File: src/rtl/axi_riscv_amo_initiator_if.sv
// Core-side request/response port plus the five AXI master channels of
// axi_riscv_amo_initiator. The "master" modport is the initiator's view,
// the "slave" modport is the view of the core and memory around it.
interface axi_riscv_amo_initiator_if #(
    parameter int unsigned AXI_ADDR_WIDTH   = 64,
    parameter int unsigned AXI_DATA_WIDTH   = 64,
    parameter int unsigned AXI_ID_WIDTH     = 5,
    parameter int unsigned RISCV_WORD_WIDTH = 64
) ();
    logic                          req_valid_i;
    logic                          req_ready_o;
    logic [3:0]                    req_op_i;
    logic [AXI_ADDR_WIDTH-1:0]     req_addr_i;
    logic [1:0]                    req_size_i;
    logic [RISCV_WORD_WIDTH-1:0]   req_wdata_i;

    logic                          rsp_valid_o;
    logic                          rsp_ready_i;
    logic [RISCV_WORD_WIDTH-1:0]   rsp_rdata_o;
    logic                          rsp_err_o;

    logic [AXI_ADDR_WIDTH-1:0]     mst_aw_addr_o;
    logic [2:0]                    mst_aw_size_o;
    logic [5:0]                    mst_aw_atop_o;
    logic                          mst_aw_lock_o;
    logic [AXI_ID_WIDTH-1:0]       mst_aw_id_o;
    logic [7:0]                    mst_aw_len_o;
    logic [1:0]                    mst_aw_burst_o;
    logic                          mst_aw_valid_o;
    logic                          mst_aw_ready_i;

    logic [AXI_DATA_WIDTH-1:0]     mst_w_data_o;
    logic [AXI_DATA_WIDTH/8-1:0]   mst_w_strb_o;
    logic                          mst_w_last_o;
    logic                          mst_w_valid_o;
    logic                          mst_w_ready_i;

    logic [1:0]                    mst_b_resp_i;
    logic [AXI_ID_WIDTH-1:0]       mst_b_id_i;
    logic                          mst_b_valid_i;
    logic                          mst_b_ready_o;

    logic [AXI_ADDR_WIDTH-1:0]     mst_ar_addr_o;
    logic [2:0]                    mst_ar_size_o;
    logic                          mst_ar_lock_o;
    logic [AXI_ID_WIDTH-1:0]       mst_ar_id_o;
    logic [7:0]                    mst_ar_len_o;
    logic [1:0]                    mst_ar_burst_o;
    logic                          mst_ar_valid_o;
    logic                          mst_ar_ready_i;

    logic [AXI_DATA_WIDTH-1:0]     mst_r_data_i;
    logic [1:0]                    mst_r_resp_i;
    logic                          mst_r_last_i;
    logic [AXI_ID_WIDTH-1:0]       mst_r_id_i;
    logic                          mst_r_valid_i;
    logic                          mst_r_ready_o;

    modport master (
        input  req_valid_i, req_op_i, req_addr_i, req_size_i, req_wdata_i,
        output req_ready_o,
        output rsp_valid_o, rsp_rdata_o, rsp_err_o,
        input  rsp_ready_i,
        output mst_aw_addr_o, mst_aw_size_o, mst_aw_atop_o, mst_aw_lock_o,
               mst_aw_id_o, mst_aw_len_o, mst_aw_burst_o, mst_aw_valid_o,
        input  mst_aw_ready_i,
        output mst_w_data_o, mst_w_strb_o, mst_w_last_o, mst_w_valid_o,
        input  mst_w_ready_i,
        input  mst_b_resp_i, mst_b_id_i, mst_b_valid_i,
        output mst_b_ready_o,
        output mst_ar_addr_o, mst_ar_size_o, mst_ar_lock_o, mst_ar_id_o,
               mst_ar_len_o, mst_ar_burst_o, mst_ar_valid_o,
        input  mst_ar_ready_i,
        input  mst_r_data_i, mst_r_resp_i, mst_r_last_i, mst_r_id_i, mst_r_valid_i,
        output mst_r_ready_o
    );

    modport slave (
        output req_valid_i, req_op_i, req_addr_i, req_size_i, req_wdata_i,
        input  req_ready_o,
        input  rsp_valid_o, rsp_rdata_o, rsp_err_o,
        output rsp_ready_i,
        input  mst_aw_addr_o, mst_aw_size_o, mst_aw_atop_o, mst_aw_lock_o,
               mst_aw_id_o, mst_aw_len_o, mst_aw_burst_o, mst_aw_valid_o,
        output mst_aw_ready_i,
        input  mst_w_data_o, mst_w_strb_o, mst_w_last_o, mst_w_valid_o,
        output mst_w_ready_i,
        output mst_b_resp_i, mst_b_id_i, mst_b_valid_i,
        input  mst_b_ready_o,
        input  mst_ar_addr_o, mst_ar_size_o, mst_ar_lock_o, mst_ar_id_o,
               mst_ar_len_o, mst_ar_burst_o, mst_ar_valid_o,
        output mst_ar_ready_i,
        output mst_r_data_i, mst_r_resp_i, mst_r_last_i, mst_r_id_i, mst_r_valid_i,
        input  mst_r_ready_o
    );
endinterface

File: src/rtl/axi_riscv_amo_initiator.sv
// axi_riscv_amo_initiator: turns one RISC-V LR/SC/AMO request at a time into
// AXI transactions (AMOs as one-beat ATOP writes, LR/SC as exclusive accesses).
// Optional feature macro: AXI_AMO_INIT_LRSC_EN enables LR/SC; without it ops
// 0 and 1 are rejected as illegal and the lock outputs stay 0.
module axi_riscv_amo_initiator #(
    parameter int unsigned AXI_ADDR_WIDTH   = 64,
    parameter int unsigned AXI_DATA_WIDTH   = 64,
    parameter int unsigned AXI_ID_WIDTH     = 5,
    parameter int unsigned MST_ID           = 0,
    parameter int unsigned RISCV_WORD_WIDTH = 64
) (
    input logic                        clk_i,
    input logic                        rst_i,
    axi_riscv_amo_initiator_if.master  bus
);
    localparam int unsigned OFF_W  = $clog2(AXI_DATA_WIDTH / 8);
    localparam int unsigned STRB_W = AXI_DATA_WIDTH / 8;

    typedef enum logic [2:0] {IDLE, ISSUE_W, ISSUE_R, WAIT, RSP} state_t;
    state_t state_q, state_d;

    logic [3:0]                  op_q;
    logic [AXI_ADDR_WIDTH-1:0]   addr_q;
    logic [1:0]                  size_q;
    logic [RISCV_WORD_WIDTH-1:0] wdata_q, rdata_q;
    logic err_q, aw_done_q, w_done_q, need_r_q, need_b_q;

    logic in_lr, in_sc, in_amo, in_illegal, size_ok, align_ok;
    logic q_lr, q_sc;
    logic aw_hs, w_hs, ar_hs, r_hs, b_hs;
    logic aw_valid, w_valid, ar_valid;
    logic [OFF_W-1:0]          lane;
    logic [63:0]               opnd, r_ext;
    logic [AXI_DATA_WIDTH-1:0] w_base, w_data, r_shift;
    logic [STRB_W-1:0]         strb_base, w_strb;
    logic                      unused_inputs;

    function automatic logic [5:0] atop_of(input logic [3:0] op);
        case (op)
            4'd2:    atop_of = 6'b110000;
            4'd3:    atop_of = 6'b100000;
            4'd4:    atop_of = 6'b100001;
            4'd5:    atop_of = 6'b100011;
            4'd6:    atop_of = 6'b100010;
            4'd7:    atop_of = 6'b100100;
            4'd8:    atop_of = 6'b100110;
            4'd9:    atop_of = 6'b100101;
            4'd10:   atop_of = 6'b100111;
            default: atop_of = 6'b000000;
        endcase
    endfunction

`ifdef AXI_AMO_INIT_LRSC_EN
    assign q_lr = (op_q == 4'd0);
    assign q_sc = (op_q == 4'd1);
`else
    assign q_lr = 1'b0;
    assign q_sc = 1'b0;
`endif

    // Classify the incoming request and decide whether it is legal
    always_comb begin
        in_lr = 1'b0;
        in_sc = 1'b0;
`ifdef AXI_AMO_INIT_LRSC_EN
        in_lr = (bus.req_op_i == 4'd0);
        in_sc = (bus.req_op_i == 4'd1);
`endif
        in_amo     = (bus.req_op_i >= 4'd2) && (bus.req_op_i <= 4'd10);
        size_ok    = (bus.req_size_i == 2'd3) ? (RISCV_WORD_WIDTH == 64) : (bus.req_size_i == 2'd2);
        align_ok   = (bus.req_size_i == 2'd3) ? (bus.req_addr_i[2:0] == 3'd0) : (bus.req_addr_i[1:0] == 2'd0);
        in_illegal = !(in_lr || in_sc || in_amo) || !size_ok || !align_ok;
    end

    assign aw_valid = (state_q == ISSUE_W) && !aw_done_q;
    assign w_valid  = (state_q == ISSUE_W) && !w_done_q;
    assign ar_valid = (state_q == ISSUE_R);
    assign aw_hs = aw_valid && bus.mst_aw_ready_i;
    assign w_hs  = w_valid && bus.mst_w_ready_i;
    assign ar_hs = ar_valid && bus.mst_ar_ready_i;
    assign r_hs  = bus.mst_r_ready_o && bus.mst_r_valid_i;
    assign b_hs  = bus.mst_b_ready_o && bus.mst_b_valid_i;
    assign lane  = addr_q[OFF_W-1:0];

    // Place the operand on its byte lane for W and pull the old value out of R
    always_comb begin
        opnd = '0;
        opnd[RISCV_WORD_WIDTH-1:0] = wdata_q;
        if (op_q == 4'd4) opnd = ~opnd;
        if (size_q == 2'd2) opnd[63:32] = '0;
        w_base = '0;
        w_base[63:0] = opnd;
        w_data = w_base << {lane, 3'b000};
        strb_base = '0;
        if (size_q == 2'd3) strb_base[7:0] = 8'hFF;
        else                strb_base[3:0] = 4'hF;
        w_strb  = strb_base << lane;
        r_shift = bus.mst_r_data_i >> {lane, 3'b000};
        if (size_q == 2'd2) r_ext = {{32{r_shift[31]}}, r_shift[31:0]};
        else                r_ext = r_shift[63:0];
    end

    // State register; reset abandons any outstanding bus transaction
    always_ff @(posedge clk_i or posedge rst_i) begin
        if (rst_i) state_q <= IDLE;
        else       state_q <= state_d;
    end

    // Next-state logic
    always_comb begin
        state_d = state_q;
        case (state_q)
            IDLE:    if (bus.req_valid_i) state_d = in_illegal ? RSP : (in_lr ? ISSUE_R : ISSUE_W);
            ISSUE_W: if ((aw_done_q || aw_hs) && (w_done_q || w_hs)) state_d = WAIT;
            ISSUE_R: if (ar_hs) state_d = WAIT;
            WAIT:    if ((!need_r_q || r_hs) && (!need_b_q || b_hs)) state_d = RSP;
            RSP:     if (bus.rsp_ready_i) state_d = IDLE;
            default: state_d = IDLE;
        endcase
    end

    // Request capture, handshake bookkeeping and response accumulation
    always_ff @(posedge clk_i or posedge rst_i) begin
        if (rst_i) begin
            op_q <= '0; addr_q <= '0; size_q <= '0; wdata_q <= '0; rdata_q <= '0;
            err_q <= 1'b0; aw_done_q <= 1'b0; w_done_q <= 1'b0;
            need_r_q <= 1'b0; need_b_q <= 1'b0;
        end else begin
            case (state_q)
                IDLE: if (bus.req_valid_i) begin
                    op_q      <= bus.req_op_i;
                    addr_q    <= bus.req_addr_i;
                    size_q    <= bus.req_size_i;
                    wdata_q   <= bus.req_wdata_i;
                    rdata_q   <= '0;
                    err_q     <= in_illegal;
                    aw_done_q <= 1'b0;
                    w_done_q  <= 1'b0;
                    need_r_q  <= !in_illegal && (in_lr || in_amo);
                    need_b_q  <= !in_illegal && (in_sc || in_amo);
                end
                ISSUE_W: begin
                    if (aw_hs) aw_done_q <= 1'b1;
                    if (w_hs)  w_done_q  <= 1'b1;
                end
                WAIT: begin
                    if (r_hs) begin
                        need_r_q <= 1'b0;
                        rdata_q  <= r_ext[RISCV_WORD_WIDTH-1:0];
                        if (bus.mst_r_resp_i[1]) err_q <= 1'b1;
                    end
                    if (b_hs) begin
                        need_b_q <= 1'b0;
                        if (bus.mst_b_resp_i[1]) err_q <= 1'b1;
                        if (q_sc) rdata_q <= (bus.mst_b_resp_i == 2'b01) ? '0 : RISCV_WORD_WIDTH'(1);
                    end
                end
                default: ;
            endcase
        end
    end

    assign bus.req_ready_o    = (state_q == IDLE) && !rst_i;
    assign bus.rsp_valid_o    = (state_q == RSP);
    assign bus.rsp_rdata_o    = (state_q == RSP) ? rdata_q : '0;
    assign bus.rsp_err_o      = (state_q == RSP) && err_q;

    assign bus.mst_aw_valid_o = aw_valid;
    assign bus.mst_aw_addr_o  = aw_valid ? addr_q : '0;
    assign bus.mst_aw_size_o  = aw_valid ? {1'b0, size_q} : 3'd0;
    assign bus.mst_aw_atop_o  = aw_valid ? atop_of(op_q) : 6'd0;
    assign bus.mst_aw_lock_o  = aw_valid && q_sc;
    assign bus.mst_aw_id_o    = aw_valid ? AXI_ID_WIDTH'(MST_ID) : '0;
    assign bus.mst_aw_len_o   = 8'd0;
    assign bus.mst_aw_burst_o = aw_valid ? 2'b01 : 2'b00;

    assign bus.mst_w_valid_o  = w_valid;
    assign bus.mst_w_data_o   = w_valid ? w_data : '0;
    assign bus.mst_w_strb_o   = w_valid ? w_strb : '0;
    assign bus.mst_w_last_o   = w_valid;

    assign bus.mst_ar_valid_o = ar_valid;
    assign bus.mst_ar_addr_o  = ar_valid ? addr_q : '0;
    assign bus.mst_ar_size_o  = ar_valid ? {1'b0, size_q} : 3'd0;
    assign bus.mst_ar_lock_o  = ar_valid && q_lr;
    assign bus.mst_ar_id_o    = ar_valid ? AXI_ID_WIDTH'(MST_ID) : '0;
    assign bus.mst_ar_len_o   = 8'd0;
    assign bus.mst_ar_burst_o = ar_valid ? 2'b01 : 2'b00;

    assign bus.mst_b_ready_o  = (state_q == WAIT) && need_b_q;
    assign bus.mst_r_ready_o  = (state_q == WAIT) && need_r_q;

    // IDs, r_last and the EXOKAY bit of R are deliberately ignored
    assign unused_inputs = ^{bus.mst_b_id_i, bus.mst_r_id_i, bus.mst_r_last_i, bus.mst_r_resp_i[0]};
endmodule
File: src/flat_wrapper.sv
// flat-port wrapper written by rule: the top's interface ports become plain ports
module axi_riscv_amo_initiator_flat 
#(
    parameter int unsigned AXI_ADDR_WIDTH   = 64,
    parameter int unsigned AXI_DATA_WIDTH   = 64,
    parameter int unsigned AXI_ID_WIDTH     = 5,
    parameter int unsigned MST_ID           = 0,
    parameter int unsigned RISCV_WORD_WIDTH = 64
)
  (clk_i, rst_i, bus_req_valid_i, bus_req_op_i, bus_req_addr_i, bus_req_size_i, bus_req_wdata_i, bus_req_ready_o, bus_rsp_valid_o, bus_rsp_rdata_o, bus_rsp_err_o, bus_rsp_ready_i, bus_mst_aw_addr_o, bus_mst_aw_size_o, bus_mst_aw_atop_o, bus_mst_aw_lock_o, bus_mst_aw_id_o, bus_mst_aw_len_o, bus_mst_aw_burst_o, bus_mst_aw_valid_o, bus_mst_aw_ready_i, bus_mst_w_data_o, bus_mst_w_strb_o, bus_mst_w_last_o, bus_mst_w_valid_o, bus_mst_w_ready_i, bus_mst_b_resp_i, bus_mst_b_id_i, bus_mst_b_valid_i, bus_mst_b_ready_o, bus_mst_ar_addr_o, bus_mst_ar_size_o, bus_mst_ar_lock_o, bus_mst_ar_id_o, bus_mst_ar_len_o, bus_mst_ar_burst_o, bus_mst_ar_valid_o, bus_mst_ar_ready_i, bus_mst_r_data_i, bus_mst_r_resp_i, bus_mst_r_last_i, bus_mst_r_id_i, bus_mst_r_valid_i, bus_mst_r_ready_o);
  axi_riscv_amo_initiator_if #(.AXI_ADDR_WIDTH(AXI_ADDR_WIDTH), .AXI_DATA_WIDTH(AXI_DATA_WIDTH), .AXI_ID_WIDTH(AXI_ID_WIDTH), .RISCV_WORD_WIDTH(RISCV_WORD_WIDTH)) bus_i ();
  input logic clk_i;
  input logic rst_i;
  input wire logic [$bits(bus_i.req_valid_i)-1:0] bus_req_valid_i;
  input wire logic [$bits(bus_i.req_op_i)-1:0] bus_req_op_i;
  input wire logic [$bits(bus_i.req_addr_i)-1:0] bus_req_addr_i;
  input wire logic [$bits(bus_i.req_size_i)-1:0] bus_req_size_i;
  input wire logic [$bits(bus_i.req_wdata_i)-1:0] bus_req_wdata_i;
  output wire logic [$bits(bus_i.req_ready_o)-1:0] bus_req_ready_o;
  output wire logic [$bits(bus_i.rsp_valid_o)-1:0] bus_rsp_valid_o;
  output wire logic [$bits(bus_i.rsp_rdata_o)-1:0] bus_rsp_rdata_o;
  output wire logic [$bits(bus_i.rsp_err_o)-1:0] bus_rsp_err_o;
  input wire logic [$bits(bus_i.rsp_ready_i)-1:0] bus_rsp_ready_i;
  output wire logic [$bits(bus_i.mst_aw_addr_o)-1:0] bus_mst_aw_addr_o;
  output wire logic [$bits(bus_i.mst_aw_size_o)-1:0] bus_mst_aw_size_o;
  output wire logic [$bits(bus_i.mst_aw_atop_o)-1:0] bus_mst_aw_atop_o;
  output wire logic [$bits(bus_i.mst_aw_lock_o)-1:0] bus_mst_aw_lock_o;
  output wire logic [$bits(bus_i.mst_aw_id_o)-1:0] bus_mst_aw_id_o;
  output wire logic [$bits(bus_i.mst_aw_len_o)-1:0] bus_mst_aw_len_o;
  output wire logic [$bits(bus_i.mst_aw_burst_o)-1:0] bus_mst_aw_burst_o;
  output wire logic [$bits(bus_i.mst_aw_valid_o)-1:0] bus_mst_aw_valid_o;
  input wire logic [$bits(bus_i.mst_aw_ready_i)-1:0] bus_mst_aw_ready_i;
  output wire logic [$bits(bus_i.mst_w_data_o)-1:0] bus_mst_w_data_o;
  output wire logic [$bits(bus_i.mst_w_strb_o)-1:0] bus_mst_w_strb_o;
  output wire logic [$bits(bus_i.mst_w_last_o)-1:0] bus_mst_w_last_o;
  output wire logic [$bits(bus_i.mst_w_valid_o)-1:0] bus_mst_w_valid_o;
  input wire logic [$bits(bus_i.mst_w_ready_i)-1:0] bus_mst_w_ready_i;
  input wire logic [$bits(bus_i.mst_b_resp_i)-1:0] bus_mst_b_resp_i;
  input wire logic [$bits(bus_i.mst_b_id_i)-1:0] bus_mst_b_id_i;
  input wire logic [$bits(bus_i.mst_b_valid_i)-1:0] bus_mst_b_valid_i;
  output wire logic [$bits(bus_i.mst_b_ready_o)-1:0] bus_mst_b_ready_o;
  output wire logic [$bits(bus_i.mst_ar_addr_o)-1:0] bus_mst_ar_addr_o;
  output wire logic [$bits(bus_i.mst_ar_size_o)-1:0] bus_mst_ar_size_o;
  output wire logic [$bits(bus_i.mst_ar_lock_o)-1:0] bus_mst_ar_lock_o;
  output wire logic [$bits(bus_i.mst_ar_id_o)-1:0] bus_mst_ar_id_o;
  output wire logic [$bits(bus_i.mst_ar_len_o)-1:0] bus_mst_ar_len_o;
  output wire logic [$bits(bus_i.mst_ar_burst_o)-1:0] bus_mst_ar_burst_o;
  output wire logic [$bits(bus_i.mst_ar_valid_o)-1:0] bus_mst_ar_valid_o;
  input wire logic [$bits(bus_i.mst_ar_ready_i)-1:0] bus_mst_ar_ready_i;
  input wire logic [$bits(bus_i.mst_r_data_i)-1:0] bus_mst_r_data_i;
  input wire logic [$bits(bus_i.mst_r_resp_i)-1:0] bus_mst_r_resp_i;
  input wire logic [$bits(bus_i.mst_r_last_i)-1:0] bus_mst_r_last_i;
  input wire logic [$bits(bus_i.mst_r_id_i)-1:0] bus_mst_r_id_i;
  input wire logic [$bits(bus_i.mst_r_valid_i)-1:0] bus_mst_r_valid_i;
  output wire logic [$bits(bus_i.mst_r_ready_o)-1:0] bus_mst_r_ready_o;
  assign bus_i.req_valid_i = bus_req_valid_i;
  assign bus_i.req_op_i = bus_req_op_i;
  assign bus_i.req_addr_i = bus_req_addr_i;
  assign bus_i.req_size_i = bus_req_size_i;
  assign bus_i.req_wdata_i = bus_req_wdata_i;
  assign bus_req_ready_o = bus_i.req_ready_o;
  assign bus_rsp_valid_o = bus_i.rsp_valid_o;
  assign bus_rsp_rdata_o = bus_i.rsp_rdata_o;
  assign bus_rsp_err_o = bus_i.rsp_err_o;
  assign bus_i.rsp_ready_i = bus_rsp_ready_i;
  assign bus_mst_aw_addr_o = bus_i.mst_aw_addr_o;
  assign bus_mst_aw_size_o = bus_i.mst_aw_size_o;
  assign bus_mst_aw_atop_o = bus_i.mst_aw_atop_o;
  assign bus_mst_aw_lock_o = bus_i.mst_aw_lock_o;
  assign bus_mst_aw_id_o = bus_i.mst_aw_id_o;
  assign bus_mst_aw_len_o = bus_i.mst_aw_len_o;
  assign bus_mst_aw_burst_o = bus_i.mst_aw_burst_o;
  assign bus_mst_aw_valid_o = bus_i.mst_aw_valid_o;
  assign bus_i.mst_aw_ready_i = bus_mst_aw_ready_i;
  assign bus_mst_w_data_o = bus_i.mst_w_data_o;
  assign bus_mst_w_strb_o = bus_i.mst_w_strb_o;
  assign bus_mst_w_last_o = bus_i.mst_w_last_o;
  assign bus_mst_w_valid_o = bus_i.mst_w_valid_o;
  assign bus_i.mst_w_ready_i = bus_mst_w_ready_i;
  assign bus_i.mst_b_resp_i = bus_mst_b_resp_i;
  assign bus_i.mst_b_id_i = bus_mst_b_id_i;
  assign bus_i.mst_b_valid_i = bus_mst_b_valid_i;
  assign bus_mst_b_ready_o = bus_i.mst_b_ready_o;
  assign bus_mst_ar_addr_o = bus_i.mst_ar_addr_o;
  assign bus_mst_ar_size_o = bus_i.mst_ar_size_o;
  assign bus_mst_ar_lock_o = bus_i.mst_ar_lock_o;
  assign bus_mst_ar_id_o = bus_i.mst_ar_id_o;
  assign bus_mst_ar_len_o = bus_i.mst_ar_len_o;
  assign bus_mst_ar_burst_o = bus_i.mst_ar_burst_o;
  assign bus_mst_ar_valid_o = bus_i.mst_ar_valid_o;
  assign bus_i.mst_ar_ready_i = bus_mst_ar_ready_i;
  assign bus_i.mst_r_data_i = bus_mst_r_data_i;
  assign bus_i.mst_r_resp_i = bus_mst_r_resp_i;
  assign bus_i.mst_r_last_i = bus_mst_r_last_i;
  assign bus_i.mst_r_id_i = bus_mst_r_id_i;
  assign bus_i.mst_r_valid_i = bus_mst_r_valid_i;
  assign bus_mst_r_ready_o = bus_i.mst_r_ready_o;
  axi_riscv_amo_initiator #(.AXI_ADDR_WIDTH(AXI_ADDR_WIDTH), .AXI_DATA_WIDTH(AXI_DATA_WIDTH), .AXI_ID_WIDTH(AXI_ID_WIDTH), .MST_ID(MST_ID), .RISCV_WORD_WIDTH(RISCV_WORD_WIDTH)) u_core (.clk_i(clk_i), .rst_i(rst_i), .bus(bus_i));
endmodule
File: config.mk
export PLATFORM = sky130hd
export DESIGN_NAME = axi_riscv_amo_initiator_flat
export DESIGN_NICKNAME = d
export VERILOG_FILES = /design/src/rtl/axi_riscv_amo_initiator_if.sv /design/src/rtl/axi_riscv_amo_initiator.sv /design/src/flat_wrapper.sv
export SDC_FILE = /design/constraint.sdc
export NUM_CORES = 1
export LEC_CHECK = 0
export CAP_MARGIN = 20
export CORE_AREA = 3 3 207 209
export DETAILED_ROUTE_END_ITERATION = 12
export DIE_AREA = 0 0 210 212
export GPL_ROUTABILITY_DRIVEN = 0
export GPL_TIMING_DRIVEN = 0
export MAX_ROUTING_LAYER = met4
export PLACE_DENSITY = 0.72
export SKIP_CTS_REPAIR_TIMING = 1
export SYNTH_ARGS = -nofsm -noshare
export SYNTH_HDL_FRONTEND = slang
export SYNTH_SLANG_ARGS = --single-unit
File: constraint.sdc
create_clock -name clk_i -period 20.7 [get_ports clk_i]
set_input_delay 3.105 -clock clk_i [delete_from_list [all_inputs] [get_ports clk_i]]
set_output_delay 3.105 -clock clk_i [all_outputs]
set_load 0.1 [all_outputs]
=== Word-level counts from Yosys, hierarchy flattened ===
Memory sizes are Yosys's and may differ from the RTL's.
Index checks and enable logic that the tools add are counted.

* Bits in read-only memories: 80
* Word-level logic and storage cells: 120
* Flip-flop bits (word level): 206
* Memories: 1
* Output and inout port bits: 317

{| class="wikitable"
|+ Memories
! name !! words !! width !! read ports !! clocked after memory_dff !! write ports !! line !! source
|-
| (no name shown) || 16 || 5 || 1 || 0 || 0 || axi_riscv_amo_initiator.sv:39 || <nowiki>case (op)</nowiki>
|}

* Multiplexer cells: 42
* Shift-type cells: 3
* Order comparisons: 2
* Equal/unequal tests: 18
* Bitwise gates (word level): 1
* Reductions and logical operators: 42

{| class="wikitable"
|+ Operator list
! kind !! count
|-
| $mux 64 || 8
|-
| $pmux 64 s2 || 1
|-
| $not 64->64 || 1
|-
| $shl 64x6->64 || 1
|-
| $shr 64x6->64 || 1
|-
| $mux 32 || 1
|-
| $mux 3 || 6
|-
| $logic_and 1x1->1 || 15
|-
| $mux 1 || 15
|-
| $pmux 3 s5 || 1
|-
| $ne 2x1->1 const B || 7
|-
| $reduce_and 3->1 || 4
|-
| $pmux 1 s2 || 5
|-
| $logic_not 1->1 || 9
|-
| $eq 2x2->1 const B || 4
|-
| $mux 8 || 1
|-
| $shl 8x3->8 || 1
|-
| $eq 3x2->1 const B || 2
|-
| $logic_not 3->1 || 2
|-
| $logic_or 1x1->1 || 6
|-
| $mux 6 || 1
|-
| $reduce_and 5->1 || 1
|-
| $eq 4x3->1 const B || 1
|-
| $ge 4x2->1 const B || 1
|-
| 9 further kinds || 13
|}

=== Depth between registers and ports, before layout ===
Gate-level depths: netlist of the first run.

* Depth after elaboration: 9
* Gate-level depth with buffers: 10
* Depth with buffers taken out: 7

=== Worst setup path before layout of the first run ===
Ideal clock, no wire load.

* Kind: input to output
* From: input port rst_i
* To: output port bus_req_ready_o
* Path slack: 11.672 ns
* Buffers on the path: 0
* Cell stages on the path: 1
* Data required time: 17.595 ns
* Arrival time: 5.923 ns
* Cells stage by stage: nor4_1

* Longest elaborated chain between the ends: 2

{| class="wikitable"
|+ RTL lines
! item !! line !! source
|-
| start, declared || flat_wrapper.sv:13 || <nowiki>input logic rst_i;</nowiki>
|-
| $logic_not 1->1 (no source line) || -- ||
|-
| $logic_and 1x1->1 || axi_riscv_amo_initiator.sv:163 || <nowiki>assign bus.req_ready_o = (state_q == IDLE) && !rst_i;</nowiki>
|-
| end, declared || flat_wrapper.sv:19 || <nowiki>output wire logic [$bits(bus_i.req_ready_o)-1:0] bus_req_ready_o;</nowiki>
|}

No other way between the ends.

=== Worst setup path in the final report of the first run ===
Ends and elaborated chain as after synthesis.

==> flow_metrics.env, run 1 <==
export IMPL_wl_um=63100
export IMPL_die_h_um=212
export IMPL_crit_arrival_ps=5430
export IMPL_p_leak_uw=0.00929
export IMPL_core_region_area_sq_um=41000
export IMPL_netlist_area_sq_um=14100
export IMPL_synth_xor_area_frac=0.0453
export IMPL_die_x_um=210
export IMPL_whs_endpoint="u_core.addr_q[3]"
export IMPL_synthCells=1681
export IMPL_final_setup_tns_ps=0
export IMPL_max_freq_ghz=0.117
export IMPL_antenna_found_initial=1
export IMPL_dpl_cell_area_sq_um=19800
export IMPL_p_sw_uw=1390
export IMPL_intPower_uw=1340
export IMPL_relSlewSlack=0.294
export IMPL_vdd_ir_drop_max_uv=71.3
export IMPL_yosys_area_share_simple=0.277
export IMPL_worstSkewPairLatency_ps=540
export IMPL_synth_compound_area_frac=0.121
export IMPL_yosysTopAreaCell="dfrtp_1"
export IMPL_hold_worst_slack_ps=483
export IMPL_async_flop_share=1.00
export IMPL_cts_sinks=206
export IMPL_tightest_slew_ps=1060
export IMPL_synth_fa_ha_area_frac=0.00355
export IMPL_antenna_left=0
export IMPL_final_area_sq_um=20700
export IMPL_end_kind="primary output"
export IMPL_syn_avg_cell_area_sq_um=8.38
export IMPL_grt_ovfl_total=0
export IMPL_finalPower_uw=2730
export IMPL_initial_core_util=0.343
export IMPL_hold_class="register to register"
export IMPL_grtUsageTotal=0.278
export IMPL_dieArea_sq_um=44500
export IMPL_startpoint_type="input port"
export IMPL_criticalPathCategory="input port to primary output"
export IMPL_status="completed"
export IMPL_hold_path_depth=2
export IMPL_crit_fanout=2
export IMPL_area_growth_pct=46.9
export IMPL_grt_pass1_vias=14731
export IMPL_root_buffer="clkbuf_16"
export IMPL_crit_reg2reg_launch="u_core.state_q[2]"
export IMPL_clk_pin_slew_ps=60
export IMPL_ys_seq_area_frac=0.366
export IMPL_synth_area_top_cells="dfrtp_1, nand2_1, and2_1, mux2i_1, mux4_2"
export IMPL_clock_skew_ps=12.0
export IMPL_first_iter_violations=1447
export IMPL_powerDensity_nw_per_um2=132
export IMPL_synth_edf_count=0
export IMPL_switching_share=0.511
export IMPL_drt_first_pass_iters=6
export IMPL_drv_slew=0
export IMPL_setup_viol=0
export IMPL_numPortBuffers=492
export IMPL_p_comb_frac=0.587
export IMPL_grt_max_degree=110
export IMPL_synthFlopType="dfrtp_1"
export IMPL_seqPwrFrac=0.244
export IMPL_rr_worst_depth=7
export IMPL_synthMuxAreaShare=0.108
export IMPL_cap_violations=0
export IMPL_rrSetupSlack_ps=18170
export IMPL_drc=0
export IMPL_holdCritStartpoint="u_core.addr_q[3]"
export IMPL_pin_count=539
export IMPL_final_period_utilization=0.412
export IMPL_via_count=14794
export IMPL_worst_r2r_endpoint="u_core.addr_q[58]"
export IMPL_synth_cell_types=69
export IMPL_rsz0062_at_grt="no"
export IMPL_wl_per_cell_um=22.6
export IMPL_clk_path_buf_depth=3
export IMPL_htree_num_levels=1
export IMPL_pwr_share_clk=0.169
export IMPL_period_needed_ps=8530
export IMPL_cts_made_buffers=24
export IMPL_ys_seq_elements=206
export IMPL_final_hold_violation_count=0
export IMPL_fillers=3888
export IMPL_ys_warnings_count=0
export IMPL_synth_top_family_by_area="simple AND/OR/NAND/NOR gates"
export IMPL_cts_tree="done"
export IMPL_grt_pass1_wl_um=91500
export IMPL_dp_hpwl_um=50500
export IMPL_cp_required_ps=17590
export IMPL_finalNetCount=2458
export IMPL_rows=74
export IMPL_yosysTopAreaCellShare=0.366
export IMPL_drive_gt1_frac=0.0969
export IMPL_via_per_inst=5.31
[routing by layer]
metal | vias up | wire [um] | track usage
li1 | 6711 | - | -
met1 | 7032 | 25400 | 0.356
met2 | 881 | 29600 | 0.447
met3 | 170 | 5540 | 0.0450
met4 | 0 | 2560 | 0.106
met5 | - | 0 | -
[worst max-delay path by stage]
stage | startpoint | endpoint | slack (ps) | cells past startpoint
final | rst_i | bus_req_ready_o | 12170 | 3
after global routing | rst_i | bus_req_ready_o | 12170 | 3
after CTS | rst_i | bus_req_ready_o | 12180 | 3
after detailed placement | rst_i | bus_req_ready_o | 12180 | 3
after global placement | rst_i | u_core.rdata_q[14] | 9220 | 2
after floorplan | rst_i | bus_req_ready_o | 11670 | 1
[power groups by stage]
stage	registers [uW]	logic (uW)	clock network (uW)
3_3_place_gp	664	1550	0
2_1_floorplan	611	1120	0
5_1_grt	680	1700	484
3_5_place_dp	670	1570	0
6_report	667	1600	461
4_1_cts	664	1580	469
[cell usage in the layout, fill, tap and decap left out, types with 4 or more instances in the layout]
cell type,instances
o311a_1,8
a21oi_1,55
bufinv_16,4
a211oi_1,12
clkbuf_8,5
clkdlybuf4s50_1,492
o21a_1,8
a31o_1,23
o2bb2ai_1,8
clkbuf_1,60
a21oi_2,10
a22oi_1,18
o21ai_0,24
nor2b_1,16
dfrtp_1,206
conb_1,33
a221oi_1,8
clkinv_2,6
inv_1,8
nor3_1,11
buf_1,13
a31oi_1,10
and3_1,68
xnor2_1,16
clkbuf_16,24
buf_6,21
ha_1,4
mux4_2,26
o21ai_1,41
mux2_2,12
nand2_1,457
buf_2,31
nor2_1,78
mux2i_1,75
and2_1,144
nand3_1,42
buf_4,49
o22ai_1,16
xor2_1,55
[metrics by stage]
stage / utilization / setup slack, ps / cells
2_1_floorplan: - / 11670 / 1713
3_3_place_gp: 0.483 / 9220 / 2737
3_5_place_dp: 0.483 / 12180 / 2738
4_1_cts: 0.504 / 12180 / 2782
5_1_grt: 0.504 / 12170 / 2783
6_report: 0.505 / 12170 / 2784
[layout make-up]
cell class | count | area (sq um) | area share
well taps | 532 | 666 | 0.0322
clock inverters | 12 | 178 | 0.00859
plain buffers | 173 | 1060 | 0.0511
multi-input cells | 1320 | 7930 | 0.383
inverters | 14 | 66.3 | 0.00320
flip-flops and latches | 206 | 5150 | 0.249
diodes | 2 | 5.00 | 0.000242
clock buffers | 32 | 681 | 0.0329
repair buffers | 493 | 4950 | 0.239
[worst max-delay path, cell delays in order]
cell and delay (ps):
clkdlybuf4s50_1 510, nor4_1 510, clkdlybuf4s50_1 1290
[cells by family after synthesis]
logic type / after synthesis
buf+inv: 187
mux: 117
xor+xnor: 72
compound gates: 255
flops: 206
other cells: 1
fa+ha+maj: 4
simple gates: 839
[cell usage after synthesis, drive strengths merged, types with 42 or more instances]
library cell,number
a21oi,65
clkbuf,57
mux2i,76
dfrtp,206
nand3,42
buf,116
and2,144
and3,68
nor2,81
o21ai,66
nand2,459
xor2,56
[flip-flops by register name (all words and copies together) (netlist names)]
signal,cells
u_core.addr_q,64
u_core.rdata_q,64
u_core.wdata_q,64
u_core.op_q,4
u_core.state_q,3
u_core.size_q,2
u_core.aw_done_q,1
u_core.err_q,1
u_core.need_b_q,1
u_core.need_r_q,1
u_core.w_done_q,1
Note: power is estimated with default switching activity, not from simulation.
==> run 2: changes to the inputs <==
--- a/config.mk
+++ b/config.mk
@@ -6,13 +6,13 @@
 export NUM_CORES = 1
 export LEC_CHECK = 0
 export CAP_MARGIN = 20
-export CORE_AREA = 3 3 207 209
+export CORE_AREA = 3 3 210 212
 export DETAILED_ROUTE_END_ITERATION = 12
-export DIE_AREA = 0 0 210 212
+export DIE_AREA = 0 0 213 215
 export GPL_ROUTABILITY_DRIVEN = 0
 export GPL_TIMING_DRIVEN = 0
 export MAX_ROUTING_LAYER = met4
-export PLACE_DENSITY = 0.72
+export PLACE_DENSITY = 0.7
 export SKIP_CTS_REPAIR_TIMING = 1
 export SYNTH_ARGS = -nofsm -noshare
 export SYNTH_HDL_FRONTEND = slang
==> constraint.sdc (replaced) <==
create_clock -name clk_i -period 8.1 [get_ports clk_i]
set_input_delay 1.215 -clock clk_i [delete_from_list [all_inputs] [get_ports clk_i]]
set_output_delay 1.215 -clock clk_i [all_outputs]
set_load 0.1 [all_outputs]
==> run 2 against run 1 <==
Via count grew 0.17%. Largest cell class unchanged. Critical endpoint is now bus_mst_w_data_o[48]. Non-clock buffer count is the same. Utilization shrank 1.6 points.
==> flow_metrics.env, run 2 (synthesized netlist as in run 1, its figures left out) <==
export IMPL_status="completed"
export IMPL_worst_slack_ps=2650
export IMPL_wl_um=63400
export IMPL_hold_class="register to register"
export IMPL_die_h_um=215
export IMPL_antenna_left=0
export IMPL_hold_worst_slack_ps=479
export IMPL_drc=0
export IMPL_pwr_share_clk=0.153
export IMPL_largest_registers="u_core.addr_q: 64 flops, u_core.rdata_q: 64 flops, u_core.wdata_q: 64 flops"
export IMPL_dp_hpwl_um=51100
export IMPL_hold_path_depth=2
export IMPL_dp_worst_setup_slack_ps=3340
export IMPL_powerDensity_nw_per_um2=333
export IMPL_rows=75
export IMPL_critical_path_cell_chain="inv_1 > clkbuf_1 > nand2_1 > o22ai_1 > a22oi_1 > nand2_1 > clkdlybuf4s50_1"
export IMPL_grt_pass1_wl_um=92900
export IMPL_startpoint_type="register"
export IMPL_setup_viol=0
export IMPL_via_count=14819
export IMPL_area_growth_pct=46.2
export IMPL_pin_count=539
export IMPL_fillers=4003
export IMPL_cap_violations=0
export IMPL_clock_skew_ps=5.78
export IMPL_layout_commonest_cell="clkdlybuf4s50_1"
export IMPL_antenna_found_initial=2
export IMPL_grt_max_degree=106
export IMPL_clk_pin_slew_ps=60
export IMPL_vdd_ir_drop_max_uv=152
export IMPL_wl_per_cell_um=22.8
export IMPL_root_buffer="clkbuf_16"
export IMPL_cpPeakStageDelay_ps=1160
export IMPL_cp_required_ps=6880
export IMPL_cts_tree="done"
export IMPL_cts_sinks=206
export IMPL_switching_share=0.518
export IMPL_htree_num_levels=1
export IMPL_cts_made_buffers=24
export IMPL_final_period_utilization=0.673
export IMPL_drv_slew=0
export IMPL_final_hold_violation_count=0
export IMPL_core_region_area_sq_um=42100
export IMPL_intPower_uw=3310
export IMPL_drt_first_pass_iters=6
export IMPL_grt_ovfl_total=0
export IMPL_initial_core_util=0.334
export IMPL_end_kind="primary output"
export IMPL_cp_slowest_cell="clkdlybuf4s50_1"
export IMPL_seqPwrFrac=0.249
export IMPL_criticalPathCategory="register to primary output"
export IMPL_rr_worst_depth=7
export IMPL_via_per_inst=5.32
export IMPL_p_leak_uw=0.00923
export IMPL_grtUsageTotal=0.274
export IMPL_final_setup_tns_ps=0
export IMPL_finalNetCount=2458
export IMPL_crit_fanout=10
export IMPL_max_freq_ghz=0.184
export IMPL_worstSkewPairLatency_ps=530
export IMPL_period_needed_ps=5450
export IMPL_die_x_um=213
export IMPL_p_sw_uw=3560
export IMPL_dieArea_sq_um=45800
export IMPL_final_cell_mix="clkdlybuf4s50_1, nand2_1, dfrtp_1"
export IMPL_p_comb_frac=0.598
export IMPL_path_common_cell="nand2_1"
export IMPL_tightest_slew_ps=1080
export IMPL_relSlewSlack=0.279
export IMPL_numPortBuffers=492
export IMPL_grt_pass1_vias=14793
export IMPL_crit_arrival_ps=4230
export IMPL_rsz0062_at_grt="no"
export IMPL_drive_gt1_frac=0.0948
export IMPL_clk_path_buf_depth=3
export IMPL_first_iter_violations=1393
==> run 2: worst paths after layout <==
path                               startpoint  slack [ps]              endpoint
min reg2reg                u_core.wdata_q[62]         480    u_core.wdata_q[62]
max in group asynchronous               rst_i        5830    u_core.wdata_q[19]
min                        u_core.wdata_q[62]         480    u_core.wdata_q[62]
max reg2reg                 u_core.state_q[1]        5570    u_core.wdata_q[13]
min in group asynchronous               rst_i        1270       u_core.need_b_q
max                          u_core.addr_q[0]        2650  bus_mst_w_data_o[48]
==> run 2: critical path: cells and delay by family (launching register included) <==
| family | cells | cell delay (ps) |
|---|---|---|
| buffers and inverters | 3 | 2070 |
| AO/OA/AOI/OAI | 2 | 670 |
| flip-flops | 1 | 400 |
| AND/OR/NAND/NOR | 2 | 550 |
==> run 2: area by class of cell <==
type / instances / area [sq um] / area share
clock buffer: 32 / 672 / 0.0326
multi-input combinational: 1320 / 7930 / 0.385
sequential: 206 / 5150 / 0.250
clock inverter: 9 / 80.1 / 0.00389
tap: 539 / 674 / 0.0327
antenna: 2 / 5.00 / 0.000243
buffer: 173 / 1060 / 0.0513
inverter: 14 / 66.3 / 0.00322
timing repair buffer: 493 / 4950 / 0.240
==> run 2: stage by stage <==
| step | area, sq um | utilization | std cells | total power (uW) |
|---|---|---|---|---|
| 5_1_grt | 20600 | 0.489 | 2788 | 7220 |
| 4_1_cts | 20600 | 0.489 | 2786 | 6810 |
| 3_5_place_dp | 19800 | 0.471 | 2745 | 5730 |
| 6_report | 20600 | 0.489 | 2788 | 6870 |
| 2_1_floorplan | 14200 | - | 1713 | 4420 |
| 3_3_place_gp | 19800 | 0.470 | 2744 | 5660 |
==> run 2: metal layers <==
metal | global-route usage | vias to the layer above | routed length [um]
li1 | - | 6699 | -
met1 | 0.351 | 7119 | 25900
met2 | 0.436 | 830 | 29500
met3 | 0.0493 | 171 | 5300
met4 | 0.0947 | 0 | 2650
met5 | - | - | 0
==> run 2: power by group through the flow <==
stage / Combinational [uW] / Clock (uW) / Sequential, uW
floorplan: 2860 / 0 / 1560
global placement: 3960 / 0 / 1700
detailed placement: 4020 / 0 / 1710
CTS: 4030 / 1080 / 1700
global route: 4350 / 1120 / 1740
finish: 4100 / 1050 / 1710
